`config.mk`:
```
export PLATFORM = sky130hd
export DESIGN_NAME = alu_chk_timeout
export DESIGN_NICKNAME = d
export VERILOG_FILES = /design/src/rtl/alu_protocol_checker_pkg.sv /design/src/rtl/alu_protocol_checker_timeout.sv
export SDC_FILE = /design/constraint.sdc
export NUM_CORES = 1
export LEC_CHECK = 0
export ABC_AREA = 1
export CAP_MARGIN = 10
export CORE_MARGIN = 8
export CORE_UTILIZATION = 35
export DETAILED_ROUTE_END_ITERATION = 10
export GPL_ROUTABILITY_DRIVEN = 0
export SETUP_SLACK_MARGIN = 0.2
export SKIP_CTS_REPAIR_TIMING = 1
export SLEW_MARGIN = 0
export SYNTH_ARGS = -nofsm -noshare
export SYNTH_HDL_FRONTEND = slang
export SYNTH_SLANG_ARGS = --single-unit
```
`constraint.sdc`:
```
create_clock -name clk -period 2.1 [get_ports clk]
set_clock_uncertainty 0.05 [all_clocks]
set_input_delay 0.21 -clock clk [delete_from_list [all_inputs] [get_ports clk]]
set_output_delay 0.21 -clock clk [all_outputs]
set_load 0.01 [all_outputs]
```
`src/rtl/alu_protocol_checker_pkg.sv`:
```
// alu_chk_pkg: types and helpers shared by the ALU protocol checker files.
//   chk_id_e     - check identifiers, also their bit positions in the violation vectors
//   to_state_e   - states of the split-operand timeout FSM
//   exp_stage_t  - one stage of the expectation pipeline
//   CMD_CMP      - ALU compare command (arithmetic mode)
//   is_two_op()  - true when a mode/cmd pair consumes both operands
package alu_chk_pkg;

  typedef enum logic [1:0] {
    CHK_INVALID = 2'd0,
    CHK_TIMEOUT = 2'd1,
    CHK_CMPFLAG = 2'd2,
    CHK_HOLD    = 2'd3
  } chk_id_e;

  typedef enum logic {
    IDLE = 1'b0,
    WAIT = 1'b1
  } to_state_e;

  localparam logic [3:0] CMD_CMP = 4'd8;

  // from_to marks an expected error that came from the timeout, so that a
  // timeout coinciding with inp_valid=00 is reported once, as the timeout.
  typedef struct packed {
    logic valid;
    logic exp_err;
    logic from_to;
    logic is_cmp;
    logic ce;
  } exp_stage_t;

  function automatic logic is_two_op(input logic mode, input logic [31:0] cmd);
    if (mode) return cmd inside {32'd0, 32'd1, 32'd2, 32'd3, 32'd8, 32'd9, 32'd10};
    else      return cmd inside {32'd0, 32'd1, 32'd2, 32'd3, 32'd4, 32'd5, 32'd12, 32'd13};
  endfunction

endpackage

```
`src/rtl/alu_protocol_checker_timeout.sv`:
```
// alu_chk_timeout: watches for a two-operand command that arrives with only
// one operand valid and strobes exp_to when the other operand has not shown
// up within TIMEOUT ce-qualified cycles.
//   clk, rst (async, active-low)
//   ce, mode, cmd, inp_valid - ALU input bus
//   exp_to                   - one-cycle strobe: ALU must raise err LAT cycles later
module alu_chk_timeout
  import alu_chk_pkg::*;
#(
  parameter int CW      = 4,
  parameter int TIMEOUT = 16
) (
  input  logic          clk,
  input  logic          rst,
  input  logic          ce,
  input  logic          mode,
  input  logic [CW-1:0] cmd,
  input  logic [1:0]    inp_valid,
  output logic          exp_to
);

  localparam int CTW = $clog2(TIMEOUT + 1);

  to_state_e      state, state_nx;
  logic [CTW-1:0] cnt, cnt_nx;
  logic [1:0]     lat_valid, lat_valid_nx;
  logic           lat_mode, lat_mode_nx;
  logic [CW-1:0]  lat_cmd, lat_cmd_nx;

  logic partial, two_op, done, changed, expired;

  assign partial = (inp_valid == 2'b01) || (inp_valid == 2'b10);
  assign two_op  = is_two_op(mode, 32'(cmd));
  // lat_valid holds the one bit that was present, so any other bit is the missing operand
  assign done    = |(inp_valid & ~lat_valid);
  assign changed = (mode != lat_mode) || (cmd != lat_cmd);
  assign expired = (state == WAIT) && (cnt == CTW'(TIMEOUT));

  // State register with the latched window context
  always_ff @(posedge clk or negedge rst) begin
    if (!rst) begin
      state     <= IDLE;
      cnt       <= '0;
      lat_valid <= '0;
      lat_mode  <= 1'b0;
      lat_cmd   <= '0;
    end else begin
      state     <= state_nx;
      cnt       <= cnt_nx;
      lat_valid <= lat_valid_nx;
      lat_mode  <= lat_mode_nx;
      lat_cmd   <= lat_cmd_nx;
    end
  end

  // Next state; ce=0 freezes everything. An expired window wins over a
  // late-arriving operand in the same cycle.
  always_comb begin
    state_nx     = state;
    cnt_nx       = cnt;
    lat_valid_nx = lat_valid;
    lat_mode_nx  = lat_mode;
    lat_cmd_nx   = lat_cmd;
    if (ce) begin
      case (state)
        IDLE: begin
          if (two_op && partial) begin
            state_nx     = WAIT;
            cnt_nx       = CTW'(1);
            lat_valid_nx = inp_valid;
            lat_mode_nx  = mode;
            lat_cmd_nx   = cmd;
          end
        end
        WAIT: begin
          if (expired || done) begin
            state_nx = IDLE;
            cnt_nx   = '0;
          end else if (changed) begin
            if (two_op && partial) begin
              cnt_nx       = CTW'(1);
              lat_valid_nx = inp_valid;
              lat_mode_nx  = mode;
              lat_cmd_nx   = cmd;
            end else begin
              state_nx = IDLE;
              cnt_nx   = '0;
            end
          end else begin
            cnt_nx = cnt + CTW'(1);
          end
        end
        default: state_nx = IDLE;
      endcase
    end
  end

  // Output: strobe on the cycle the window expires
  always_comb begin
    exp_to = 1'b0;
    if (ce && expired) exp_to = 1'b1;
  end

endmodule

```
==> results by group, run 1 <==
Timing
  • Final setup TNS: 0 ns
  • Measured slew at the worst slew-check pin: 0.655 ns
  • Minimum clock period: 1.71 ns
  • Worst Hold Slack: 0.272 ns
  • Period Utilization, post-route: 81.5%
  • F_max: 585 MHz
  • Final setup viols: 0
  • Final hold violations: 0
  • RSZ-0062 raised after global routing: false
  • Rel. slew slack: 56.2%
  • Setup WS post-layout: 0.389 ns
  • Final max-slew violation count: 0

Finish
  • Filler cells: 270
  • Share of layout cells above drive strength 1: 12.9%
  • Commonest cells after routing, fill and taps aside: 42 x nand2_1, 15 x inv_1, 14 x nand3_1
  • Design Area, Final: 1050 sq um
  • Layout Utilization: 44.0%
  • NumNets Final: 153
  • Commonest non-fill, non-tap cell in the layout: nand2_1
  • Layout area overhead: 23.7%
  • Post-route insts no fill: 170
  • Final antenna diode count: 0

Detailed routing
  • Wire length per cell: 11.3 um
  • Detailed-route via count: 812
  • DRC Markers: 0
  • DR pass1 iterations: 4
  • Total Routed Length: 1930 um
  • Post-route ant nets: 0
  • Routed vias/inst: 4.78
  • DR iter-0 viols: 50

Clock tree
  • Clock slew at reported path FFs: 0.09 ns
  • Root Buffer Master: clkbuf_4
  • CTS buffer count: 3
  • CTS tree: done
  • Clk_lat worst skew: 0.28 ns
  • Max Buffers Root-to-Sink: 2
  • Clock tree sinks: 13
  • H-Tree Depth: 1

Hold path
  • Hold Path Class: in2async

Logic synthesis
  • YS warnings: 0
  • Synth Instances: 122
  • Area leader, netlist: dfrtp_1
  • Sequential area share after synthesis: 38.3%
  • Yosys cell types: 22
  • Net Count, Synth: 134
  • Syn Std Cell Area: 848 sq um
  • Mean Syn Cell Area: 6.95 sq um
  • Yosys reg bits: 13
  • Share of the synthesized area in the top cell type: 38.3%
  • Synth area leaders: dfrtp_1 38%, nand2_1 19%, nand3_1 8.3%, inv_1 6.6%, nor2_1 5.3%

Run status
  • Outcome: completed

Place
  • Placed cell areas: 993 sq um
  • Buffers added on ports: 10
  • Detailed placement HPWL: 1490 um
  • Pre-CTS setup slack: 0.212 ns
  • Inst Count DP: 163

Power
  • Overall power: 0.728 mW
  • Peak VDD IR: 0.000348 V
  • Power Dens Cells: 694 nW/um^2
  • Static Leak: 0.578 nW

Global routing
  • Largest net degree at the start of global routing: 14
  • Number of global-route vias before repair: 767
  • Gr ovfl total: 0
  • Initial antenna violation count: 0
  • GRT Util Overall: 9.84%
  • First-pass GRT wire length: 3390 um

Floorplan
  • Rows: 18
  • Area of the core: 2390 sq um
  • DIE AREA: 4250 sq um
  • IO Pins: 11
  • Die Width: 65.2 um
  • Initial core utilization: 35.5%
  • Die height: 65.2 um

Setup path
  • Crit path kind: reg2reg
  • CP Launch Type: flop
  • Worst path required time: 2.22 ns
  • CP endpoint kind: flop
  • Critical Path AT: 1.83 ns
  • Critical-path maximum fanout: 4

Run
  • MaxCap Viol Count: 0
-- critical path, cell delays in order, from the launching register on --
cell and delay (ns):
dfrtp_2 0.44, inv_1 0.06, ha_1 0.14, nand3_1 0.09, nor2_1 0.18, nor2_4 0.06, nor2_1 0.21, nor3_4 0.10
buf_4 0.15, nand3_1 0.06, nand2_1 0.07
-- logic make-up after synthesis --
| group | count (synthesis) | share of synthesized area, % |
|---|---|---|
| and+or+nand+nor | 78 | 42.9 |
| buffers and inverters | 18 | 7.96 |
| DFF | 13 | 38.3 |
| AOI/OAI and AO/OA | 9 | 5.75 |
| xor gates and xnor gates | 2 | 2.07 |
| adders and majority gates | 2 | 2.95 |
-- power breakdown --
part / leakage [nW] / total [mW] / switching [mW] / internal (mW)
combinational: 0.396 / 0.226 / 0.130 / 0.0961
sequential: 0.166 / 0.338 / 0.0375 / 0.301
clock: 0.0150 / 0.164 / 0.0901 / 0.0737
-- cells in the mapped netlist --
library cell  number
xor2_1             1
o21ai_1            6
nand3_1           14
nand4_1            2
nor2_4             1
nor2_1            12
xnor2_1            1
nor2_2             1
nand3_2            1
nand4_2            1
o21ai_0            1
dfrtp_1           13
inv_1             15
nand2_1           42
or2_1              1
nor3_1             1
nand2_4            1
o21ai_2            1
a21oi_1            1
ha_1               2
nor3_4             1
inv_2              3
-- routing by layer --
layer	GRT usage, %	routed length (um)
met5	0	0
met4	4.09	24
met3	1.87	63
met2	17.3	989
met1	11.3	851
-- flip-flops by register name (all words and copies together) (netlist names) --
signal and count:
cnt 5, state 1, lat_mode 1, lat_cmd 4, lat_valid 2
-- final cells by class --
type / count / area [sq um] / share of cell area (%)
timing repair buffer: 14 / 136 / 13.0
tap: 30 / 37.5 / 3.58
inverter: 18 / 67.6 / 6.44
sequential: 13 / 327 / 31.1
clock buffer: 4 / 26.3 / 2.50
multi-input combinational: 91 / 455 / 43.4
-- path summary, 6_finish.rpt --
kind	from	to	slack (ns)	cells after the start
worst max-delay path	cnt[0]	lat_cmd[0]	0.39	10
worst min-delay path	rst	cnt[2]	0.27	1
worst max register to register	cnt[0]	lat_cmd[0]	0.39	10
worst min register to register	lat_valid[0]	lat_valid[0]	0.44	2
max in group asynchronous	rst	cnt[0]	1.26	1
min in group clk	lat_valid[0]	lat_valid[0]	0.44	2
Note: power is estimated with default switching activity, not from simulation.
==> run 2, diff against run 1 <==
clock period = 1.5 ns   (was 2.1 ns; I/O delays follow)
==> results by group, run 2 (synthesized netlist as in run 1, its figures left out) <==
Run status
  • Outcome: completed

Floorplan
  • Area of the core: 2390 sq um
  • Rows: 18
  • Die Width: 65.2 um
  • Initial core utilization: 35.5%
  • IO Pins: 11
  • Die height: 65.2 um
  • DIE AREA: 4250 sq um

Setup path
  • Critical register-to-register path startpoint: cnt[1]
  • Reg2reg setup slack: 0.02 ns
  • Crit-path slowest cell: dfrtp_1
  • CP bufs+invs: 2
  • Worst path required time: 1.67 ns
  • Crit path kind: reg2reg
  • CP Launch Type: flop
  • Critical-path maximum fanout: 4
  • CP endpoint kind: flop
  • Crit path largest cell delay: 0.37 ns
  • Cell mode on critical path: nor2_4
  • Top delay family on crit path: simple AND/OR/NAND/NOR gates
  • R2r endpoint: lat_cmd[2]
  • R2r worst-path depth: 10
  • Critical Path AT: 1.65 ns
  • Critical-path cell list: inv_2, ha_4, nand3_4, nor2_4, nor2_4, nor2_4, nor3_4, buf_4, nand3_1, nand2_1

Clock tree
  • H-Tree Depth: 1
  • Root Buffer Master: clkbuf_4
  • CTS tree: done
  • Clk_lat worst skew: 0.28 ns
  • Max Buffers Root-to-Sink: 2
  • Clock tree sinks: 13
  • CTS buffer count: 3
  • Clock slew at reported path FFs: 0.09 ns

Power
  • Power Dens Cells: 916 nW/um^2
  • Peak VDD IR: 0.000696 V
  • Static Leak: 0.707 nW

Finish
  • Reg with most FFs: cnt
  • Filler cells: 256
  • Regs by FF count: cnt x5, lat_cmd x4, lat_valid x2
  • Layout area overhead: 47.6%
  • Commonest non-fill, non-tap cell in the layout: nand2_1
  • Final antenna diode count: 0
  • NumNets Final: 169
  • Max reg flops: 5
  • Commonest cells after routing, fill and taps aside: 42 x nand2_1, 19 x buf_4, 13 x inv_1, 13 x dfrtp_1, 12 x nand3_1
  • Share of layout cells above drive strength 1: 29.5%

Place
  • Buffers added on ports: 10
  • Pre-CTS setup slack: -0.238 ns
  • Detailed placement HPWL: 1520 um

Timing
  • RSZ-0062 raised after global routing: true
  • Final max-slew violation count: 0
  • Setup WS post-layout: 0.0222 ns
  • Final setup viols: 0
  • Minimum clock period: 1.48 ns
  • Period Utilization, post-route: 98.5%
  • Final setup TNS: 0 ns
  • Rel. slew slack: 85.1%
  • Final hold violations: 0
  • F_max: 677 MHz
  • Measured slew at the worst slew-check pin: 0.223 ns

Global routing
  • Gr ovfl total: 0
  • First-pass GRT wire length: 3440 um
  • Largest net degree at the start of global routing: 14
  • Initial antenna violation count: 0
  • Number of global-route vias before repair: 837
  • GRT Util Overall: 10.1%

Detailed routing
  • Met1 Routed Length: 965 um
  • Max Used Layer: met4
  • Wire length per cell: 10.9 um
  • DR pass1 iterations: 4
  • Met3 wire length: 96 um
  • DR iter-0 viols: 23
  • Detailed-route via count: 880
  • Routed vias/inst: 4.73
  • Met2 WL: 908 um
  • Total Routed Length: 2020 um
  • Post-route ant nets: 0
  • DRC Markers: 0

Run
  • MaxCap Viol Count: 0

Hold path
  • Hold Path Class: in2async
[run 2: cell types whose count changed in the layout (fill, tap and decap cells not counted), moves of 2 or more]
cell | previous run | this run
buf_4 | 3 | 19
clkdlybuf4s50_1 | 9 | 3
dlymetal6s2s_1 | 1 | 6
inv_1 | 15 | 13
inv_2 | 3 | 5
nand3_1 | 14 | 12
nor2_1 | 12 | 8
nor2_4 | 1 | 5
[run 2: worst max path at each step]
stage / to / from / cells past startpoint
4_1_cts: exp_to / cnt[1] / 5
6_report: lat_cmd[2] / cnt[1] / 10
3_5_place_dp: cnt[4] / cmd[2] / 9
2_1_floorplan: lat_cmd[1] / cnt[0] / 10
3_3_place_gp: cnt[3] / cmd[3] / 9
5_1_grt: lat_cmd[2] / cnt[1] / 10
[run 2: metrics by stage]
stage / util, % / cells / hold WS, ns / instance area, sq um / power [mW]
global placement: 47.4 / 179 / 0.405 / 1130 / 0.840
finish: 52.5 / 186 / 0.128 / 1250 / 1.15
floorplan: - / 122 / -0.196 / 866 / 0.689
detailed placement: 47.4 / 179 / 0.408 / 1130 / 0.850
global route: 52.5 / 186 / 0.148 / 1250 / 1.25
CTS: 48.5 / 183 / 0.133 / 1160 / 1.08
[run 2: final cells by class]
cell class	count	area, sq um	share of cell area, %
multi-input cells	91	532	42.5
repair buffers	30	264	21.1
well taps	30	37.5	3.00
inverters	18	67.6	5.39
flip-flops and latches	13	325	26.0
clock buffers	4	26.3	2.10
[run 2: per-layer routing]
| layer | GRT usage [%] | vias to the layer above |
|---|---|---|
| met2 | 16.1 | 21 |
| met3 | 3.40 | 6 |
| met1 | 11.9 | 398 |
| met4 | 4.90 | 0 |
| met5 | 0 | - |
| li1 | - | 455 |
[run 2: power breakdown]
part | switching, mW | total, mW | internal (mW)
Clock | 0.124 | 0.227 | 0.103
Sequential | 0.0510 | 0.470 | 0.419
Combinational | 0.237 | 0.451 | 0.213
